`config.mk`:
```
export PLATFORM = sky130hd
export DESIGN_NAME = time_set_ctrl
export DESIGN_NICKNAME = d
export VERILOG_FILES = /design/src/rtl/time_set_ctrl.sv
export SDC_FILE = /design/constraint.sdc
export NUM_CORES = 1
export LEC_CHECK = 0
export ABC_CLOCK_PERIOD_IN_PS = 2500
export CAP_MARGIN = 20
export CORE_ASPECT_RATIO = 1.75
export CORE_MARGIN = 3
export CORE_UTILIZATION = 30
export DETAILED_ROUTE_END_ITERATION = 16
export GPL_TIMING_DRIVEN = 1
export PLACE_DENSITY = 0.61
export SKIP_CTS_REPAIR_TIMING = 1
export SLEW_MARGIN = 10
export SYNTH_ARGS = -nofsm -noshare
export SYNTH_HDL_FRONTEND = slang
export SYNTH_SLANG_ARGS = --single-unit
```
`constraint.sdc`:
```
create_clock -name clk_50Mhz -period 2.5 [get_ports clk_50Mhz]
set_input_delay 0.25 -clock clk_50Mhz [delete_from_list [all_inputs] [get_ports clk_50Mhz]]
set_output_delay 0.25 -clock clk_50Mhz [all_outputs]
set_load 0.1 [all_outputs]
```
`src/rtl/time_set_ctrl.sv`:
```
// Time-of-day controller: h/m/s counters advanced by a 1 Hz tick, with field
// select, up/down editing with press-and-hold auto-repeat, preset load and run/stop.
module time_set_ctrl #(
    parameter int HOURS_MAX = 24,
    parameter int REP_DLY   = 25_000_000,
    parameter int REP_PER   = 5_000_000,
    parameter int PRESET_H  = 12,
    parameter int PRESET_M  = 12,
    parameter int PRESET_S  = 12
) (
    input  logic       clk_50Mhz,
    input  logic       rst_n,
    input  logic       tick_1hz,
    input  logic       key_vld,
    input  logic [3:0] key,
    input  logic       btn_up,
    input  logic       btn_dn,
    output logic [6:0] hou,
    output logic [6:0] min,
    output logic [6:0] sec,
    output logic [2:0] sel,
    output logic       running,
    output logic [3:0] led4,
    output logic       day_pulse
);

    typedef enum logic [2:0] {ST_RUN, ST_HOLD, ST_SET_H, ST_SET_M, ST_SET_S} state_t;

    localparam int RMAX = (REP_DLY > REP_PER) ? REP_DLY : REP_PER;
    localparam int CW   = $clog2(RMAX + 1);
    localparam logic [CW-1:0] DLY_C = CW'(REP_DLY);
    localparam logic [CW-1:0] PER_C = CW'(REP_PER);
    localparam logic [CW-1:0] ONE_C = CW'(1);
    localparam logic [6:0] HMAX = 7'(HOURS_MAX - 1);
    localparam logic [6:0] MSMAX = 7'd59;

    state_t        r_state, w_state_nxt;
    logic [6:0]    r_hou, r_min, r_sec;
    logic [2:0]    r_sel, w_sel_nxt;
    logic [3:0]    r_led, w_led_nxt;
    logic          r_run, r_day;
    logic [CW-1:0] r_cnt, w_cnt_nxt;
    logic          r_rep, w_rep_nxt;
    logic          r_up_q, r_dn_q;
    logic          w_up_only, w_dn_only, w_edge, w_step, w_key_evt, w_edit;

    function automatic logic [6:0] f_inc(input logic [6:0] v, input logic [6:0] mx);
        return (v == mx) ? 7'd0 : v + 7'd1;
    endfunction

    function automatic logic [6:0] f_dec(input logic [6:0] v, input logic [6:0] mx);
        return (v == 7'd0) ? mx : v - 7'd1;
    endfunction

    assign w_up_only = btn_up & ~btn_dn;
    assign w_dn_only = btn_dn & ~btn_up;
    // Releasing one of two held buttons re-arms the other as a fresh press.
    assign w_edge    = (w_up_only & ~r_up_q) | (w_dn_only & ~r_dn_q);
    assign w_key_evt = key_vld & ((key == 4'd1) | (key == 4'd2) | (key == 4'd3) |
                                  (key == 4'd6) | (key == 4'd7));
    assign w_edit    = (r_state == ST_SET_H) | (r_state == ST_SET_M) | (r_state == ST_SET_S);

    // Repeat timer: phase 0 waits REP_DLY after the press, phase 1 steps every REP_PER.
    always_comb begin
        w_step    = 1'b0;
        w_cnt_nxt = r_cnt;
        w_rep_nxt = r_rep;
        if (!(w_up_only | w_dn_only)) begin
            w_cnt_nxt = '0;
            w_rep_nxt = 1'b0;
        end else if (w_edge) begin
            w_step    = 1'b1;
            w_cnt_nxt = ONE_C;
            w_rep_nxt = 1'b0;
        end else if ((!r_rep && r_cnt == DLY_C) || (r_rep && r_cnt == PER_C)) begin
            w_step    = 1'b1;
            w_cnt_nxt = ONE_C;
            w_rep_nxt = 1'b1;
        end else if (r_cnt != '1) begin
            w_cnt_nxt = r_cnt + ONE_C;
        end
    end

    always_comb begin
        w_state_nxt = r_state;
        if (key_vld) begin
            case (key)
                4'd1:    w_state_nxt = ST_SET_H;
                4'd2:    w_state_nxt = ST_SET_M;
                4'd3:    w_state_nxt = ST_SET_S;
                4'd6:    w_state_nxt = ST_RUN;
                4'd7:    w_state_nxt = ST_HOLD;
                default: w_state_nxt = r_state;
            endcase
        end
        w_sel_nxt = 3'b000;
        w_led_nxt = 4'b1000;
        case (w_state_nxt)
            ST_HOLD:  w_led_nxt = 4'b0101;
            ST_SET_H: begin w_led_nxt = 4'b0001; w_sel_nxt = 3'b100; end
            ST_SET_M: begin w_led_nxt = 4'b0010; w_sel_nxt = 3'b010; end
            ST_SET_S: begin w_led_nxt = 4'b0100; w_sel_nxt = 3'b001; end
            default:  ;
        endcase
    end

    always_ff @(posedge clk_50Mhz) begin
        if (!rst_n) r_state <= ST_RUN;
        else        r_state <= w_state_nxt;
    end

    always_ff @(posedge clk_50Mhz) begin
        if (!rst_n) begin
            r_hou  <= '0;
            r_min  <= '0;
            r_sec  <= '0;
            r_sel  <= 3'b000;
            r_led  <= 4'b1000;
            r_run  <= 1'b1;
            r_day  <= 1'b0;
            r_cnt  <= '0;
            r_rep  <= 1'b0;
            r_up_q <= 1'b0;
            r_dn_q <= 1'b0;
        end else begin
            r_sel  <= w_sel_nxt;
            r_led  <= w_led_nxt;
            r_run  <= (w_state_nxt == ST_RUN);
            r_day  <= 1'b0;
            r_cnt  <= w_cnt_nxt;
            r_rep  <= w_rep_nxt;
            r_up_q <= w_up_only;
            r_dn_q <= w_dn_only;
            if (w_key_evt) begin
                if (key == 4'd7) begin
                    r_hou <= 7'(PRESET_H);
                    r_min <= 7'(PRESET_M);
                    r_sec <= 7'(PRESET_S);
                end
            end else if (w_step && w_edit) begin
                case (r_state)
                    ST_SET_H: r_hou <= btn_up ? f_inc(r_hou, HMAX)  : f_dec(r_hou, HMAX);
                    ST_SET_M: r_min <= btn_up ? f_inc(r_min, MSMAX) : f_dec(r_min, MSMAX);
                    default:  r_sec <= btn_up ? f_inc(r_sec, MSMAX) : f_dec(r_sec, MSMAX);
                endcase
            end else if (tick_1hz && r_state == ST_RUN) begin
                r_sec <= f_inc(r_sec, MSMAX);
                if (r_sec == MSMAX) begin
                    r_min <= f_inc(r_min, MSMAX);
                    if (r_min == MSMAX) begin
                        r_hou <= f_inc(r_hou, HMAX);
                        r_day <= (r_hou == HMAX);
                    end
                end
            end
        end
    end

    assign hou       = r_hou;
    assign min       = r_min;
    assign sec       = r_sec;
    assign sel       = r_sel;
    assign led4      = r_led;
    assign running   = r_run;
    assign day_pulse = r_day;

endmodule

```
=== Yosys cells after proc, flatten, opt, wreduce, memory -nomap -nowiden ===
Cells that the tools add are included.

* Input port bits: 10
* Word-level logic and storage cells: 122
* Bits in registers: 61
* Output and inout bits: 30

* Bitwise operators: 22
* Muxes and demuxes: 35
* Reductions and logical operators: 23
* Eq/ne operators: 22
* Add/subtract/negate cells: 7

{| class="wikitable"
|+ Operator list
! kind !! number
|-
| $mux W7 || 25
|-
| $add A25 B1 Y25 const B || 1
|-
| $eq A25 B23 Y1 const B || 1
|-
| $eq A25 B25 Y1 const B || 1
|-
| $ne A25 B25 Y1 const B || 1
|-
| $add A7 B1 Y7 const B || 3
|-
| $logic_not A7 Y1 || 3
|-
| $sub A7 B1 Y7 const B || 3
|-
| $pmux W4 S4 || 1
|-
| $pmux W3 S5 || 1
|-
| $eq A7 B6 Y1 const B || 2
|-
| $eq A3 B2 Y1 const B || 4
|-
| $reduce_bool A3 Y1 || 4
|-
| $ne A3 B3 Y1 const B || 3
|-
| $not A1 Y1 || 9
|-
| $pmux W3 S3 || 1
|-
| $eq A4 B2 Y1 const B || 2
|-
| $eq A4 B3 Y1 const B || 2
|-
| $or A1 B1 Y1 || 8
|-
| $eq A7 B5 Y1 const B || 1
|-
| $eq A3 B3 Y1 const B || 2
|-
| $logic_not A3 Y1 || 2
|-
| $mux W1 || 6
|-
| $reduce_or A6 Y1 || 1
|-
| 15 further kinds || 22
|}

=== Logic depth before layout (Yosys ltp) ===
Gate-level depths: netlist of the first run.

* Depth after elaboration: 9
* Depth in mapped cells: 11
* Mapped depth without buffers: 9

=== Worst setup path after synthesis of the first run ===
OpenSTA, ideal clock, no wires.

* Kind: reg-to-reg
* Start point: register r_min[5] (netlist: min[5])
* End point: register r_hou[0] (netlist: hou[0])
* Library setup time: 0.165 ns
* Path buffers: 1
* Clock period less this slack: 2.997 ns
* Arrival time: 2.832 ns
* Stages on the path, launching flop included: 9
* Slack: -0.497 ns
* Cell sequence: dfxtp_1 -> clkbuf_1 -> nand3_1 -> or4b_2 -> nand2b_1 -> nand3_1 -> o21ai_1 -> a31oi_1 -> o32ai_1

* Cells in the longest elaborated chain, start to end: 3

{| class="wikitable"
|+ RTL lines
! element !! RTL line !! text
|-
| start: declaration || 38 || <nowiki>logic [6:0] r_hou, r_min, r_sec;</nowiki>
|-
| start signal: assignment || 137 || <nowiki>r_min <= 7'(PRESET_M);</nowiki>
|-
| start signal: assignment || 143 || <nowiki>ST_SET_M: r_min <= btn_up ? f_inc(r_min, MSMAX) : f_dec(r_min, MSMAX);</nowiki>
|-
| start signal: assignment || 149 || <nowiki>r_min <= f_inc(r_min, MSMAX);</nowiki>
|-
| $eq A7 B6 Y1 || 150 || <nowiki>if (r_min == MSMAX) begin</nowiki>
|-
| $reduce_bool A3 Y1 (no line) || n/a ||
|-
| $reduce_and A5 Y1 (no line) || n/a ||
|-
| end signal: assignment || 136 || <nowiki>r_hou <= 7'(PRESET_H);</nowiki>
|-
| end signal: assignment || 142 || <nowiki>ST_SET_H: r_hou <= btn_up ? f_inc(r_hou, HMAX) : f_dec(r_hou, HMAX);</nowiki>
|-
| end signal: assignment || 151 || <nowiki>r_hou <= f_inc(r_hou, HMAX);</nowiki>
|-
| end: declaration || 38 ||
|}

Every way passes these cells.
A chain may end at the register's enable or synchronous reset.

=== Worst setup path in the final report of the first run ===
* Start point: input port btn_up
* End point: register r_sec[3] (netlist: sec[3])

* Cells in the longest elaborated chain, start to end: 9
* Elaborated cells between the ends (all ways): 17
* Those cells by class: eq/ne (1); mux (6); bitwise (7); reduce/logical (3)

{| class="wikitable"
|+ RTL lines
! element !! RTL line !! text
|-
| start: declaration || 16 || <nowiki>input logic btn_up,</nowiki>
|-
| $not A1 Y1 || 56 || <nowiki>assign w_dn_only = btn_dn & ~btn_up;</nowiki>
|-
| $and A1 B1 Y1 || 56 ||
|-
| $and A1 B1 Y1 || 58 || <nowiki>assign w_edge = (w_up_only & ~r_up_q) | (w_dn_only & ~r_dn_q);</nowiki>
|-
| $or A1 B1 Y1 || 58 ||
|-
| $mux W1 || 71 || <nowiki>end else if (w_edge) begin</nowiki>
|-
| $mux W1 || 68 || <nowiki>if (!(w_up_only | w_dn_only)) begin</nowiki>
|-
| $logic_and A1 B1 Y1 || 140 || <nowiki>end else if (w_step && w_edit) begin</nowiki>
|-
| $ne A3 B3 Y1 (no line), or another cell as far along || n/a ||
|-
| $reduce_and A3 Y1 (no line) or $mux W7 (tied branches) || n/a ||
|-
| end signal: assignment || 138 || <nowiki>r_sec <= 7'(PRESET_S);</nowiki>
|-
| end signal: assignment || 144 || <nowiki>default: r_sec <= btn_up ? f_inc(r_sec, MSMAX) : f_dec(r_sec, MSMAX);</nowiki>
|-
| end signal: assignment || 147 || <nowiki>r_sec <= f_inc(r_sec, MSMAX);</nowiki>
|-
| end: declaration || 38 ||
|}

Several ways; a longest one is shown, not always the timed one. The select of a mux whose other input is x is not followed.

==> flow_summary_export.csv, run 1 <==
group,metric,value,unit
status,status,"finished, final reports clean",
setup_path,crit_fanout,5,
setup_path,crit_required,2.69,ns
grt,grt_pass1_wl,17.60,mm
grt,gr-total-overflow,0,
route,wl_per_cell,15.41,um
final_layout,fin_area,4831,sq um
floorplanning,die_x,89.47,um
synth,yosys.area.top_type,"dfxtp_1",
clock_network,clkSinkCount,61,
timing,fmaxAchievable,407.9,MHz
synth,synth_edf_count,0,
final_layout,syn2layout_area_growth,32.09,%
clock_network,tritoncts,"yes",
synth,syn-num-nets,486,
timing,final-setup-viol-count,0,
synth,syn-cell-area,3657,sq um
timing,tightest_slew,0.5586,ns
placed_design,dpl.hpwl,8.032,mm
grt,grt_antenna_before_repair,0,
clock_network,clkTransAtPathRegs,0.05,ns
setup_path,endpoint_kind,"register",
synth,yosysWarnings,0,
timing,slew-limit-headroom,62.59,%
pwr,vdd_ir_drop_max,0.0004573,V
route,drt_iter0_drc,161,
placed_design,place_inst,674,
floorplanning,dieArea,13600,sq um
route,drc,0,
route,routed_via_density,5.553,
floorplanning,coreArea,11710,sq um
route,via_count,3826,
setup_path,cpMaxStageDelayCell,"clkdlybuf4s50_1",
min_path,hold_class,"register to register",
grt,grtUsageTotal,16.10,%
final_layout,fin_util,41.25,%
synth,netlist_top_cells_count,"dfxtp_1 (61), nor2_1 (52), nand2_1 (43)",
setup_path,critical_path.max_stage_delay,0.52,ns
timing,report.final.slew_viol_count,0,
pwr,total_power,2.714,mW
floorplanning,die_h,152.1,um
clock_network,cts_buffers,9,
clock_network,cts.htree.levels,3,
setup_path,start_kind,"input pin",
pwr,cellPowerDensity,561.7,nW/um^2
timing,period_share,98.07,%
route,first_pass_iters,5,
synth,syn-mean-instance-area,7.848,sq um
final_layout,drive_gt1_share,21.66,%
synth,yosysSeqAreaShare,33.39,%
setup_path,crit_chain,"clkdlybuf4s50_1, inv_1, ha_1, inv_1, o211ai_1, buf_4, nand4b_1, o21ai_0, a211o_1, o311ai_0, o21ai_0",
grt,grt_max_degree,26,
pwr,p_leak,1.825,nW
clock_network,clock-root-buffer,"clkbuf_16",
placed_design,portBuffers,39,
synth,ys.flop_type,"dfxtp_1",
setup_path,path_buf_inv,4,
floorplanning,num_io_pins,40,
clock_network,cts_max_path_buffers,2,
synth,netlist.area_leader.share,33.39,%
synth,post_synth_num_cell_types,63,
clock_network,worstSkewPairLatency,0.33,ns
floorplanning,std_cell_rows,52,
route,drt_wl_total,10.62,mm
setup_path,arrival,2.64,ns
synth,async_flop_share,0,%
route,antenna_left,0,
setup_path,path_delay_family,"compound AO/OA/AOI/OAI gates",
final_layout,antennaDiodeCount,0,
timing,hold_violations,0,
synth,syn_inst,466,
timing,worst_hold_slack,0.4962,ns
final_layout,final_cells,689,
grt,grt_pass1_vias,3775,
synth,ys_ff_latch,61,
job,maxCapViolations,0,
final_layout,nets,571,
timing,worst_clock_skew,0.006368,ns
timing,min_period,2.452,ns
synth,yosysMostFrequentCell,"dfxtp_1",
placed_design,post_dp_cell_area,4472,sq um
synth,synth_area_leaders,"dfxtp_1 (33%), nor2_1 (5.3%), nand2_1 (4.4%)",
placed_design,routabilityCongestion,0.8835,
setup_path,worstSetupPathType,"input pin to register",
floorplanning,initial_core_util,31.23,%
-- per-stage QoR --
stage / setup TNS (ns) / setup WS [ns]
3_3_place_gp: -0.08400 / -0.07806
3_5_place_dp: -0.2701 / -0.1886
6_report: 0 / 0.04813
5_1_grt: -0.01961 / -0.01961
4_1_cts: 0 / 0.04810
2_1_floorplan: -0.005156 / -0.005156
-- state kept, by name (all words and copies together), names as in the netlist --
signal	flops
sec	7
r_state	3
led4	4
running	1
r_rep	1
r_up_q	1
min	7
sel	3
day_pulse	1
hou	7
r_cnt	25
r_dn_q	1
-- final timing paths --
check             startpoint       end  slack, ns  depth (start not counted)
hold / removal      r_cnt[1]  r_cnt[1]       0.50                          2
setup reg to reg   r_cnt[16]    min[2]       0.14                          9
hold reg to reg     r_cnt[1]  r_cnt[1]       0.50                          2
setup / recovery      btn_up    sec[3]       0.05                         11
-- area by class of cell --
| type | instances | area, sq um |
|---|---|---|
| fillers | 1161 | 6880 |
| clock inverters | 1 | 30.03 |
| multi-input cells | 368 | 2335 |
| clock buffers | 13 | 270.3 |
| flip-flops and latches | 61 | 1239 |
| well taps | 135 | 168.9 |
| repair buffers | 93 | 720.7 |
| inverters | 18 | 67.56 |
-- cell usage in the layout, fill, tap and decap left out, types with 3 or more instances in the layout --
cell	count
inv_1	18
o22ai_1	5
clkbuf_8	3
nor3b_1	5
nor2_1	52
nor3_1	19
nand2_1	43
clkdlybuf4s50_1	9
o311ai_0	4
dfxtp_1	53
xor2_1	16
o31ai_1	11
and3_1	8
and4_1	4
nand2b_1	5
a21oi_1	20
nand4_1	11
nor4_1	8
o21ai_0	16
mux2i_1	4
dfxtp_4	3
nor2b_1	7
buf_4	84
or3_1	13
xnor2_1	13
a211oi_1	4
a31oi_1	7
clkbuf_16	9
nand3_1	31
ha_1	10
o211ai_1	6
dfxtp_2	5
-- per-layer routing --
metal	wire [um]	part of all wire, %	global-route usage, %	vias up
met5	0	0	0	-
met3	374	3.5	2.818	31
met2	5814	55	28.84	81
li1	-	-	-	1884
met1	4086	38	17.40	1830
met4	341	3.2	7.878	0
-- worst min-delay path, stage by stage, from the launching register on --
cell,delay [ns]
dfxtp_1,0.33
nand2_1,0.07
a21oi_1,0.06
-- cell families (layout without fill, tap and decap cells) --
group	count (synthesis)	in the layout	synth area share (%)
AO/OA/AOI/OAI	101	101	18.75
buffers and inverters	37	125	4.174
adder cells (fa/ha/maj)	10	10	3.421
AND/OR/NAND/NOR	224	224	32.23
XOR/XNOR	29	29	6.945
multiplexers	4	4	1.095
flip-flops	61	61	33.39
-- power breakdown --
part	internal, mW	switching, mW
clock network	0.842	0.424
registers	0.994	0.0202
logic	0.142	0.293
No activity file was read; power rests on OpenSTA's default activity.
==> run 2: changes to the inputs <==
CORE_UTILIZATION = 50   (was 30)
PLACE_DENSITY = 0.86   (was 0.61)
TNS_END_PERCENT = 5   (was not set)
==> run 2 against run 1 <==
Net effect: global-route usage rose by 9.3 points; non-clock buffer count fell by 1; via count is 3.5% higher; first-iteration DRC count is 38% higher; die area fell by 38%; sequential cell count stayed put; wire length decreased by 1.4%; count of clock-buffer cells in the layout down 1; critical path type is now register to register.
==> flow_summary_export.csv, run 2 (synthesis results as in run 1) <==
group,metric,value,unit
final_layout,regMostFlops,"r_cnt",
pwr,cellPowerDensity,588.1,nW/um^2
floorplanning,dieArea,8417,sq um
placed_design,routabilityCongestion,0.8986,
final_layout,multi_input_area,2312,sq um
placed_design,place_inst,623,
clock_network,tritoncts,"yes",
timing,fmaxAchievable,413.9,MHz
timing,worst_clock_skew,0.007023,ns
final_layout,syn2layout_area_growth,30.45,%
timing,min_period,2.416,ns
timing,slew-limit-headroom,52.33,%
final_layout,layout_commonest_cell,"buf_4",
floorplanning,die_h,119.1,um
setup_path,endpoint_kind,"register",
final_layout,fin_area,4771,sq um
pwr,vdd_ir_drop_max,0.0004748,V
grt,grt_pass1_wl,17.48,mm
min_path,min_from,"r_cnt[22]",
route,drt_wl_total,10.47,mm
floorplanning,initial_core_util,52.20,%
floorplanning,coreArea,7007,sq um
route,routed_via_density,6.197,
clock_network,worstSkewPairLatency,0.33,ns
placed_design,dpl.hpwl,7.640,mm
floorplanning,std_cell_rows,40,
route,drc,0,
final_layout,largest_reg_flops,25,
final_layout,drive_gt1_share,21.80,%
setup_path,worstSetupPathType,"register to register",
min_path,whs_endpoint,"r_cnt[22]",
floorplanning,num_io_pins,40,
route,wl_per_cell,16.39,um
min_path,hold_depth,2,
setup_path,startpoint,"r_cnt[0]",
clock_network,clkSinkCount,61,
grt,grtUsageTotal,25.36,%
setup_path,start_kind,"register",
clock_network,cts.htree.levels,3,
grt,grt_antenna_before_repair,0,
timing,tightest_slew,0.7076,ns
timing,final-setup-viol-count,0,
setup_path,worstReg2RegEnd,"min[6]",
timing,hold_violations,0,
route,antenna_left,0,
status,status,"finished, final reports clean",
setup_path,r2r_cells,9,
placed_design,post_dp_cell_area,4415,sq um
final_layout,final_cells,639,
clock_network,clkTransAtPathRegs,0.05,ns
floorplanning,die_x,70.65,um
final_layout,final_cell_mix,"buf_4 (82), dfxtp_1 (53), nor2_1 (52)",
timing,period_share,96.63,%
setup_path,ff2ff_setup_slack,0.08,ns
grt,gr-total-overflow,0,
job,maxCapViolations,0,
clock_network,cts_max_path_buffers,2,
timing,rsz0062_at_grt,"yes",
route,drt_iter0_drc,222,
route,via_count,3960,
placed_design,portBuffers,39,
pwr,p_leak,1.832,nW
final_layout,seqCellArea,1234,sq um
clock_network,cts_buffers,9,
final_layout,antennaDiodeCount,0,
final_layout,nets,570,
clock_network,clock-root-buffer,"clkbuf_16",
grt,grt_pass1_vias,3983,
setup_path,crit_required,2.72,ns
setup_path,r2r_start,"r_cnt[0]",
setup_path,crit_fanout,9,
timing,report.final.slew_viol_count,0,
setup_path,arrival,2.63,ns
min_path,hold_class,"register to register",
final_layout,fillerInstances,566,
route,first_pass_iters,7,
grt,grt_max_degree,26,
timing,worst_hold_slack,0.5084,ns
run 2: cell count changes in the layout (fill, tap and decap cells not counted), sizes merged:
cell    delta
clkinv     +2
clkbuf     -1
bufinv     +1
buf        -1
run 2: worst max-delay path by stage:
stage | to | slack [ns] | depth (start not counted)
floorplan | hou[0] | -0.05 | 7
global route | sec[3] | -0.03 | 7
global placement | hou[0] | -0.13 | 9
CTS | min[6] | -0.04 | 9
finish | min[6] | 0.08 | 9
detailed placement | min[6] | -0.11 | 9
run 2: per-stage QoR:
step / utilization, % / worst slack [ns] / power (mW) / setup TNS (ns)
floorplan: - / -0.05313 / 1.326 / -0.08211
finish: 68.09 / 0.08415 / 2.806 / 0
detailed placement: 63.02 / -0.1054 / 1.461 / -0.7043
CTS: 67.68 / -0.03964 / 2.818 / -0.08535
global route: 68.09 / -0.02683 / 2.887 / -0.02890
global placement: 63.02 / -0.1308 / 1.452 / -0.7082
run 2: power breakdown:
group	internal, mW	leakage, nW	switching [mW]
Combinational	0.140	1.17	0.295
Clock	0.923	0.163	0.432
Sequential	0.996	0.498	0.0202
run 2: final cells by class:
cell class / instances / area share (%)
Multi-Input combinational cell: 368 / 48.47
Sequential cell: 61 / 25.86
Timing Repair Buffer: 92 / 15.21
Clock buffer: 12 / 5.376
Tap cell: 84 / 2.203
Clock inverter: 4 / 1.469
Inverter: 18 / 1.416
run 2: metal layers:
metal | track usage, % | share of wire (%) | routed length, um | up-vias
li1 | - | - | - | 1881
met1 | 25.24 | 37 | 3868 | 1888
met2 | 45.54 | 54 | 5620 | 150
met3 | 5.405 | 4.5 | 470 | 41
met4 | 17.53 | 4.9 | 513 | 0
met5 | 0 | 0 | 0 | -
run 2: worst max-delay path: stages (launching register included):
cell	delay, ns
dfxtp_1	0.32
inv_1	0.09
ha_1	0.17
nor4bb_2	0.25
and4_2	0.35
o21ai_2	0.12
a21o_2	0.31
or4_1	0.51
nand4_1	0.11
nand3_1	0.07
==> run 3: changes to the inputs <==
==> constraint.sdc (replaced) <==
create_clock -name clk_50Mhz -period 2.5 [get_ports clk_50Mhz]
set_input_delay 0.5 -clock clk_50Mhz [delete_from_list [all_inputs] [get_ports clk_50Mhz]]
set_output_delay 0.5 -clock clk_50Mhz [all_outputs]
set_load 0.1 [all_outputs]
==> run 3 against run 2 <==
Net effect: the flow now finishes with violations (negative setup slack); first-iteration DRC count grew 33%; largest cell class unchanged; via count up 3.9%; power fell by 7.5%; global-route usage is 0.57 points higher; critical endpoint unchanged; clock power decreased by 18%; design area grew 3.1%; sequential power about the same.
==> flow_summary_export.csv, run 3 (synthesis results as in run 1) <==
group,metric,value,unit
final_layout,drive_gt1_share,25.57,%
pwr,vdd_ir_drop_max,0.0003725,V
final_layout,seqCellArea,1234,sq um
clock_network,cts_buffers,9,
route,wl_per_cell,16.86,um
final_layout,nets,587,
setup_path,start_kind,"input pin",
floorplanning,initial_core_util,52.20,%
floorplanning,die_x,70.65,um
setup_path,crit_chain,"clkdlybuf4s50_1, inv_2, ha_4, inv_1, buf_4, o22a_2, a21o_2, buf_12, or4_1, nand4_1, nand3_1",
final_layout,syn2layout_area_growth,34.49,%
setup_path,cpMaxStageDelayCell,"or4_1",
timing,setup_ws,-0.01955,ns
timing,tightest_slew,0.5046,ns
grt,grt_antenna_before_repair,0,
timing,fmaxAchievable,396.9,MHz
floorplanning,die_h,119.1,um
clock_network,clock-root-buffer,"clkbuf_16",
clock_network,tritoncts,"yes",
final_layout,largest_reg_flops,25,
status,status,"finished with violations",
placed_design,post_dp_cell_area,4533,sq um
timing,report.final.slew_viol_count,0,
route,antenna_left,0,
final_layout,antennaDiodeCount,0,
setup_path,crit_required,2.71,ns
setup_path,r2r_cells,9,
route,via_count,4115,
floorplanning,coreArea,7007,sq um
clock_network,clkTransAtPathRegs,0.05,ns
timing,rsz0062_at_grt,"yes",
route,first_pass_iters,5,
placed_design,place_ws,-0.3997,ns
final_layout,fin_area,4918,sq um
final_layout,regMostFlops,"r_cnt",
grt,grt_pass1_wl,17.93,mm
route,drt_wl_total,11.05,mm
placed_design,place_inst,637,
final_layout,final_cell_mix,"buf_4 (97), dfxtp_1 (53), nor2_1 (52)",
status,violations,"negative setup slack",
route,drc,0,
grt,grt_pass1_vias,4062,
setup_path,critical_path.max_stage_delay,0.50,ns
setup_path,worstSetupPathType,"input pin to register",
floorplanning,std_cell_rows,40,
grt,grt_max_degree,26,
timing,hold_violations,0,
timing,slew-limit-headroom,66.16,%
timing,final-setup-viol-count,1,
route,drt_iter0_drc,295,
timing,min_period,2.520,ns
setup_path,arrival,2.73,ns
timing,worst_clock_skew,0.006815,ns
pwr,total_power,2.596,mW
setup_path,endpoint_kind,"register",
floorplanning,num_io_pins,40,
clock_network,cts_max_path_buffers,2,
job,maxCapViolations,0,
final_layout,multi_input_area,2374,sq um
setup_path,crit_fanout,4,
final_layout,layout_commonest_cell,"buf_4",
final_layout,fillerInstances,528,
clock_network,worstSkewPairLatency,0.33,ns
placed_design,routabilityCongestion,0.9185,
floorplanning,dieArea,8417,sq um
timing,period_share,100.8,%
route,routed_via_density,6.282,
pwr,p_leak,1.897,nW
min_path,hold_depth,2,
min_path,hold_class,"register to register",
grt,gr-total-overflow,0,
clock_network,clkSinkCount,61,
placed_design,dpl.hpwl,7.993,mm
pwr,cellPowerDensity,527.7,nW/um^2
grt,grtUsageTotal,25.92,%
placed_design,portBuffers,39,
final_layout,final_cells,655,
clock_network,cts.htree.levels,3,
-- run 3: cell count changes in the layout (fill, tap and decap cells not counted), sizes merged --
cell    change
clkbuf      +1
bufinv      -2
buf        +17
-- run 3: routing by layer --
layer | routed length (um) | up-vias | share of wire, % | global-route usage (%)
li1 | - | 1924 | - | -
met1 | 3992 | 1960 | 36 | 26.44
met2 | 6031 | 186 | 55 | 47.65
met3 | 655 | 45 | 5.9 | 5.659
met4 | 366 | 0 | 3.3 | 14.12
met5 | 0 | - | 0 | 0
-- run 3: critical path, delay by kind of cell --
kind                     cells  cell delay (ns)
adder cells (fa/ha/maj)      1             0.12
AND/OR/NAND/NOR              3             0.71
AO/OA/AOI/OAI                2             0.52
buffers and inverters        5             0.87
-- run 3: area by class of cell --
cell class	count	share of cell area [%]
sequential	61	25.08
tap	84	2.137
inverter	18	1.374
multi-input combinational	368	48.26
timing repair buffer	109	17.86
clock inverter	2	0.2035
clock buffer	13	5.088
-- run 3: worst paths after layout --
| check | start | endpoint | slack (ns) |
|---|---|---|---|
| hold / removal | r_cnt[22] | r_cnt[22] | 0.52 |
| hold reg to reg | r_cnt[22] | r_cnt[22] | 0.52 |
| setup reg to reg | r_cnt[21] | min[6] | -0.02 |
| setup / recovery | btn_up | min[6] | -0.02 |
-- run 3: where the power goes --
group | switching (mW) | internal (mW) | leakage [nW]
registers | 0.0202 | 0.996 | 0.498
clock network | 0.417 | 0.688 | 0.129
logic | 0.311 | 0.163 | 1.27
-- run 3: stage by stage --
stage	util, %	TNS, ns	hold slack [ns]
after floorplan	-	-0.08211	0.4618
after global placement	64.70	-4.943	0.4902
after detailed placement	64.70	-6.011	0.5196
after CTS	68.41	-0.1850	0.5265
after global routing	70.20	-0.2884	0.5546
final	70.20	-0.01955	0.5211
